File: config.mk
export PLATFORM = sky130hd
export DESIGN_NAME = array_table_arbiter
export DESIGN_NICKNAME = d
export VERILOG_FILES = /design/src/rtl/array_table_pkg.sv /design/src/rtl/array_table_arbiter_rr_pick.sv /design/src/rtl/array_table_arbiter.sv
export SDC_FILE = /design/constraint.sdc
export NUM_CORES = 1
export LEC_CHECK = 0
export CAP_MARGIN = 20
export CORE_MARGIN = 2
export CORE_UTILIZATION = 40
export DETAILED_ROUTE_END_ITERATION = 10
export GPL_ROUTABILITY_DRIVEN = 0
export PLACE_DENSITY_LB_ADDON = 0.3
export RECOVER_POWER = 50
export SYNTH_ARGS = -nofsm -noshare
export SYNTH_HDL_FRONTEND = slang
export SYNTH_SLANG_ARGS = --single-unit
File: constraint.sdc
create_clock -name clk -period 3.1 [get_ports clk]
set_input_delay 0.93 -clock clk [delete_from_list [all_inputs] [get_ports clk]]
set_output_delay 0.93 -clock clk [all_outputs]
set_load 0.05 [all_outputs]
File: src/rtl/array_table_pkg.sv
// Shared types and sizes for the shared lookup-table arbiter.
package array_table_pkg;
  localparam int ENT_W = 4;
  localparam int DEPTH = 8;
  localparam int IDX_W = 3;

  typedef logic [ENT_W-1:0] array_t [DEPTH-1:0];

  // Identity table: entry[i] = i
  localparam array_t INIT_IDENT = '{4'd7, 4'd6, 4'd5, 4'd4, 4'd3, 4'd2, 4'd1, 4'd0};
endpackage

File: src/rtl/array_table_arbiter_rr_pick.sv
// rr_pick: combinational round-robin picker; lowest set bit at or above ptr wins, wrapping.
module rr_pick #(
  parameter int NREQ = 4
) (
  input  logic [NREQ-1:0]         req,
  input  logic [$clog2(NREQ)-1:0] ptr,
  output logic [NREQ-1:0]         gnt
);
  logic [2*NREQ-1:0] dbl;
  logic [2*NREQ-1:0] back;
  logic [NREQ-1:0]   rot;
  logic [NREQ-1:0]   first;

  // Rotate so ptr sits at bit 0, isolate the lowest set bit, rotate back.
  always_comb begin
    dbl   = {req, req} >> ptr;
    rot   = dbl[NREQ-1:0];
    first = rot & (~rot + 1'b1);
    back  = {{NREQ{1'b0}}, first} << ptr;
    gnt   = back[NREQ-1:0] | back[2*NREQ-1:NREQ];
  end
endmodule

File: src/rtl/array_table_arbiter.sv
// Round-robin shared 8x4 lookup table with registered response.
// ARRAY_TABLE_WRITE_EN adds a write port and makes the table a register file.
module array_table_arbiter
  import array_table_pkg::*;
#(
  parameter int     NREQ = 4,
  parameter array_t INIT = INIT_IDENT
) (
  input  logic                     clk,
  input  logic                     rst,
  input  logic [NREQ-1:0]          req,
  input  logic [IDX_W*NREQ-1:0]    idx,
  output logic [NREQ-1:0]          gnt,
  output logic                     rsp_valid,
  output logic [$clog2(NREQ)-1:0]  rsp_id,
  output logic [ENT_W-1:0]         rsp_data
`ifdef ARRAY_TABLE_WRITE_EN
  ,
  input  logic                     wr_en,
  input  logic [IDX_W-1:0]         wr_idx,
  input  logic [ENT_W-1:0]         wr_data
`endif
);
  localparam int PW = $clog2(NREQ);

  logic [NREQ-1:0]  pick;
  logic [PW-1:0]    ptr;
  logic [PW-1:0]    win;
  logic [IDX_W-1:0] sel_idx;
  logic             vld_q;
  logic [PW-1:0]    id_q;
  logic [ENT_W-1:0] data_q;
  array_t           tbl;

  rr_pick #(.NREQ(NREQ)) u_pick (
    .req (req),
    .ptr (ptr),
    .gnt (pick)
  );

  // A grant raised during reset must not produce a response.
  assign gnt = rst ? '0 : pick;

  always_comb begin
    win     = '0;
    sel_idx = '0;
    for (int k = 0; k < NREQ; k++) begin
      if (gnt[k]) begin
        win     = PW'(k);
        sel_idx = idx[IDX_W*k +: IDX_W];
      end
    end
  end

  always_ff @(posedge clk) begin
    if (rst) begin
      ptr    <= '0;
      vld_q  <= 1'b0;
      id_q   <= '0;
      data_q <= '0;
    end else begin
      vld_q <= |gnt;
      if (|gnt) begin
        ptr    <= (win == PW'(NREQ-1)) ? '0 : win + 1'b1;
        id_q   <= win;
        data_q <= tbl[sel_idx];
      end
    end
  end

`ifdef ARRAY_TABLE_WRITE_EN
  // Lookup reads tbl before this edge's write lands: read-before-write.
  always_ff @(posedge clk) begin
    if (rst)        tbl <= INIT;
    else if (wr_en) tbl[wr_idx] <= wr_data;
  end
`else
  assign tbl = INIT;
`endif

  assign rsp_valid = vld_q;
  assign rsp_id    = id_q;
  assign rsp_data  = data_q;
endmodule

* After elaboration in Yosys (flattened, before gate mapping)
Memories as Yosys holds them, arrays and structs flattened. A register that Yosys moved wholly into a read port is not among the register bits. Index checks and enable logic that the tools add are counted.
Word-level totals: register bits 5, memory bits (read-only) 32, input port bits 18, output and inout bits 11, memories 1
Cells by class: $add $sub $neg 2, equality and inequality tests 1, shift-type cells 2, muxes and demuxes 9, bitwise logic cells 3, reductions and logical operators 1
Memories:
- (no name shown) | words 8, width 4, read ports 1, clocked after memory_dff 1, wr ports 0, line array_table_arbiter.sv:66 | data_q <= tbl[sel_idx];
Operator list (number):
- 2-to-1 mux 3 bit | 4
- left shift 4 x 2 -> 8 bit | 1
- right shift 8 x 2 -> 4 bit | 1
- 2-to-1 mux 2 bit | 3
- adder 4 x 1 -> 4 bit, second input constant | 1
- bitwise AND 4 bit | 1
- 2-to-1 mux 4 bit | 1
- NOT 4 bit | 1
- bitwise OR 4 bit | 1
- OR reduction 4 bit | 1
- adder 2 x 1 -> 2 bit, second input constant | 1
- == test 2 bit, second input constant | 1
- 2-to-1 mux 1 bit | 1

* Logic depth before layout (Yosys ltp)
depth in word-level cells 12, depth in mapped cells 5, depth with buffers taken out 4

* Modules after synthesis
A second synthesis with hierarchy kept.
Unflattened totals: cells, all modules 69, area, all modules 566.8 um2
Modules (own cells, without submodules):
- array_table_arbiter | times used 1, cells each 51, area an instance 456.7 um2, sequential area each 160.2 um2
- rr_pick | times used 1, cells each 18, area an instance 110.1 um2, sequential area each 0.0 um2

* Least setup slack after synthesis
Ideal clock, no wire load.
path type in2out, start point input req[1], end point output gnt[3], arrival time 2442 ps, required time 2170 ps, setup slack -272 ps, stages 4, buffers on the path 1, cells stage by stage buf_6 or4b_4 o22a_1 nor2_1
Between the ends: cells in the longest elaborated chain, start to end 7
Ends and longest elaborated chain:
- from (decl) | line array_table_arbiter.sv:11 | input logic [NREQ-1:0] req,
- right shift 8 x 2 -> 4 bit (*) | line array_table_arbiter_rr_pick.sv:16 | dbl = {req, req} >> ptr;
- NOT 4 bit | line array_table_arbiter_rr_pick.sv:18 | first = rot & (~rot + 1'b1);
- adder 4 x 1 -> 4 bit | line array_table_arbiter_rr_pick.sv:18
- bitwise AND 4 bit (*) | line array_table_arbiter_rr_pick.sv:18
- left shift 4 x 2 -> 8 bit (*) | line array_table_arbiter_rr_pick.sv:19 | back = {{NREQ{1'b0}}, first} << ptr;
- bitwise OR 4 bit (*) | line array_table_arbiter_rr_pick.sv:20 | gnt = back[NREQ-1:0] | back[2*NREQ-1:NREQ];
- 2-to-1 mux 4 bit (*) | line array_table_arbiter.sv:42 | assign gnt = rst ? '0 : pick;
- to (decl) | line array_table_arbiter.sv:13 | output logic [NREQ-1:0] gnt,
Every way passes the cells marked *; elsewhere a longest branch is shown, timed or not.

* Worst setup path in the final report
start point input req[0], end point output gnt[2]
The elaborated chain is that of the path after synthesis.

==> key figures <==
Logic synthesis
  • Synth Register Bits: 8
  • Largest family of logic cells by synthesized area: compound AO/OA/AOI/OAI gates
  • Post-synthesis mux area share: 1.52%
  • Cells after Synth: 83
  • Yosys cell types: 34
  • Post-Synth Adder-Cell Area: 0%
  • Synth Warn #: 0
  • Post-synthesis instance area: 661 um2
  • Mean post-synth cell area: 7.96 um2
  • Post-Synthesis Net Count: 101
  • Compound-Gate Fraction of Synth Area: 42.0%
  • Synth Area in XOR/XNOR: 0%
  • Post-synthesis sequential area ratio: 24.2%
  • Post-Synth Simple-Gate Area: 23.5%

STA
  • Crit share post-route: 98.6%
  • Peak Freq: 327 MHz
  • Fin crit period: 3060 ps
  • Final setup margin: 44.0 ps
  • Unrepaired setup endpoints after global routing: no
  • Hold slack: 472 ps
  • Final setup vio count: 0
  • Endpoints failing hold: 0
  • Slew Limit Headroom: 65.6%
  • Final Max Tran Viols: 0
  • Worst Skew: 1.85 ps
  • Slew @ Worst Pin: 515 ps

GRT
  • Met1 GRT Util: 28.3%
  • Initial antenna violation count: 0
  • First-pass GRT wire length: 3370 um
  • Grt total ovfl: 0
  • GR peak layer: met2
  • Pin count of the biggest net entering global routing: 15
  • Met2 Use GR: 40.0%
  • Vias in the first global route: 762
  • Met3 Use GR: 7.76%
  • Gr usage total: 23.1%

Floorplanning
  • Die span in y: 44.6 um
  • Die X: 44.6 um
  • Die area: 1990 um2
  • Ports: 29
  • Row count: 14
  • Initial Utilization: 43.3%
  • Core area: 1520 um2

Setup path
  • Critical path buffer and inverter count: 2
  • Worst r2r src: ptr[1]
  • CP Data Required Time: 2170 ps
  • Worst endpoint data arrival time: 2130 ps
  • Worst setup SP type: input port
  • Crit end category: primary output
  • Worst-path cell chain: dlygate4sd2_1 -> or2_2 -> a21oi_1 -> o21ai_1 -> nor2_4 -> buf_12
  • Kind of critical path: in2out
  • Critical path's slowest cell: or2_2
  • Crit. Startpoint: req[0]
  • CP top delay family: simple AND/OR/NAND/NOR gates
  • Worst path max stage delay: 300 ps
  • CP Max Fanout: 2

Power and ir drop
  • Leakage power: 0.000431 uW
  • PwrDens: 373 nW/um2
  • Power Total: 410 uW
  • Worst-case vdd ir drop: 0.230 mV

Drt
  • DRT iter0 DRCs: 22
  • DRC: 0
  • Post-DRT Antenna Nets: 0
  • DRT Wirelength: 2120 um
  • Routed vias/inst: 5.83
  • Iteration count of the initial detailed-routing pass: 5
  • Drt wl/cell: 15.4 um
  • Via count: 799

Placed design
  • Post-Place Setup Slack: -249 ps
  • PortBufs: 27
  • Hpwl dp: 1630 um
  • Area after DPL: 1080 um2

Run status
  • Status: completed

Hold path
  • Hold wc startpoint: rsp_id[0]
  • Min-delay worst type: reg2reg

CTS
  • Post-CTS setup buffers: 0
  • H-tree depth: 1
  • CTS Hold Bufs: 0
  • Clk pin slew, worst setup/hold paths: 50 ps
  • Clk buf depth: 2
  • TritonCTS Buffers: 3
  • Root Buffer: clkbuf_4
  • Clock sink count: 8
  • Insertion delay to the later sink of the worst-skew pair: 260 ps
  • TritonCTS clock tree: yes

Layout
  • Final Cell Area: 1100 um2
  • Inserted Diodes: 0
  • Fraction of layout instances using a drive strength above 1: 27.3%
  • Syn-to-layout area delta: 66.1%
  • Nets: 141

Job
  • Max_cap viols: 0
==> report_power, final <==
group | switching, uW | total, uW | internal (uW) | leakage, uW
Sequential | 16.3 | 131 | 115 | 0.0000666
Combinational | 105 | 198 | 93.0 | 0.000351
Clock | 36.1 | 80.5 | 44.3 | 0.0000138
==> tightest hold or removal path: stages (launching register included) <==
cell	delay [ps]
dfxtp_1	300
o21ai_0	60
a21oi_1	60
==> stage by stage <==
| stage | util, % | setup TNS [ps] | cells |
|---|---|---|---|
| floorplan | - | -49.8 | 83 |
| global placement | 70.9 | -735 | 134 |
| detailed placement | 70.9 | -811 | 134 |
| CTS | 71.9 | 0 | 137 |
| global route | 72.0 | 0 | 137 |
| finish | 72.0 | 0 | 137 |
==> synthesized netlist by cell type <==
cell type | n | area share, %
a31oi_1 | 1 | 0.95
buf_2 | 4 | 3.0
o22ai_2 | 1 | 1.9
o2bb2ai_1 | 1 | 1.3
or4b_4 | 1 | 2.1
dfxtp_1 | 8 | 24
and3_1 | 3 | 2.8
nor2_1 | 5 | 2.8
o21ai_0 | 3 | 2.3
buf_6 | 1 | 1.7
o21ba_2 | 1 | 1.5
conb_1 | 1 | 0.57
nand2_1 | 7 | 4.0
a2bb2oi_1 | 1 | 1.3
inv_1 | 2 | 1.1
or2_2 | 1 | 0.95
nor2b_1 | 3 | 2.8
o211ai_1 | 8 | 9.1
nand2b_1 | 2 | 1.9
o22a_1 | 1 | 1.3
a32oi_1 | 3 | 4.0
nor4_2 | 1 | 1.9
and2b_1 | 1 | 1.1
a21oi_1 | 4 | 3.0
buf_4 | 1 | 1.1
o221a_2 | 1 | 1.7
clkbuf_1 | 2 | 1.1
a221oi_1 | 3 | 4.0
o21ai_1 | 3 | 2.3
mux2i_1 | 1 | 1.5
o21a_1 | 1 | 1.1
a2bb2oi_4 | 1 | 4.0
nor3_1 | 4 | 3.0
a21o_1 | 2 | 2.3
==> placed cells by master, fill, tap and decap left out, types with 2 or more instances in the layout <==
cell type | netlist | layout
a21o_1 | 2 | 2
a21oi_1 | 4 | 4
a221oi_1 | 3 | 3
a32oi_1 | 3 | 3
and3_1 | 3 | 3
buf_12 | 0 | 2
buf_4 | 1 | 12
clkbuf_1 | 2 | 3
clkbuf_16 | 0 | 2
clkbuf_4 | 0 | 3
clkdlybuf4s50_1 | 0 | 16
dfxtp_1 | 8 | 8
dlygate4sd3_1 | 0 | 3
inv_1 | 2 | 2
nand2_1 | 7 | 7
nand2b_1 | 2 | 2
nor2_1 | 5 | 3
nor2b_1 | 3 | 2
nor3_1 | 4 | 3
o211ai_1 | 8 | 8
o21ai_1 | 3 | 5
==> state kept, by name, summed over array words and instances, names as in the netlist <==
| register | cells |
|---|---|
| rsp_data | 3 |
| rsp_id | 2 |
| ptr | 2 |
| rsp_valid | 1 |
==> final timing paths <==
check	to	slack, ps	cells after the start
worst max-delay path	gnt[2]	40	6
worst min-delay path	rsp_id[0]	470	2
worst max register to register	rsp_data[1]	1320	5
worst min register to register	rsp_id[0]	470	2
==> metal layers <==
metal | vias up | routed length, um | part of all wire [%]
met4 | 0 | 0 | 0
met2 | 37 | 1070 | 51
met3 | 0 | 193 | 9.1
li1 | 391 | - | -
met5 | - | 0 | 0
met1 | 371 | 852 | 40
==> what timing repair did <==
action / in CTS / in global routing
resized for setup: 10 / 9
pin swaps: 3 / 6
endpoints found under the setup margin: 4 / 3
==> kinds of logic (layout without fill, tap and decap cells) <==
group | after synthesis | in the layout
AO/OA/AOI/OAI | 35 | 35
AND/OR/NAND/NOR | 28 | 28
buffers and inverters | 10 | 48
multiplexers | 1 | 1
other | 1 | 1
flip-flops | 8 | 8
==> final cells by class <==
class                   count  area (um2)
multi-input cells          65         465
fillers                   123         427
repair buffers             43         422
flip-flops and latches      8         160
clock buffers               3        22.5
well taps                  16        20.0
inverters                   2        7.51
(Power assumes the default switching activity.)
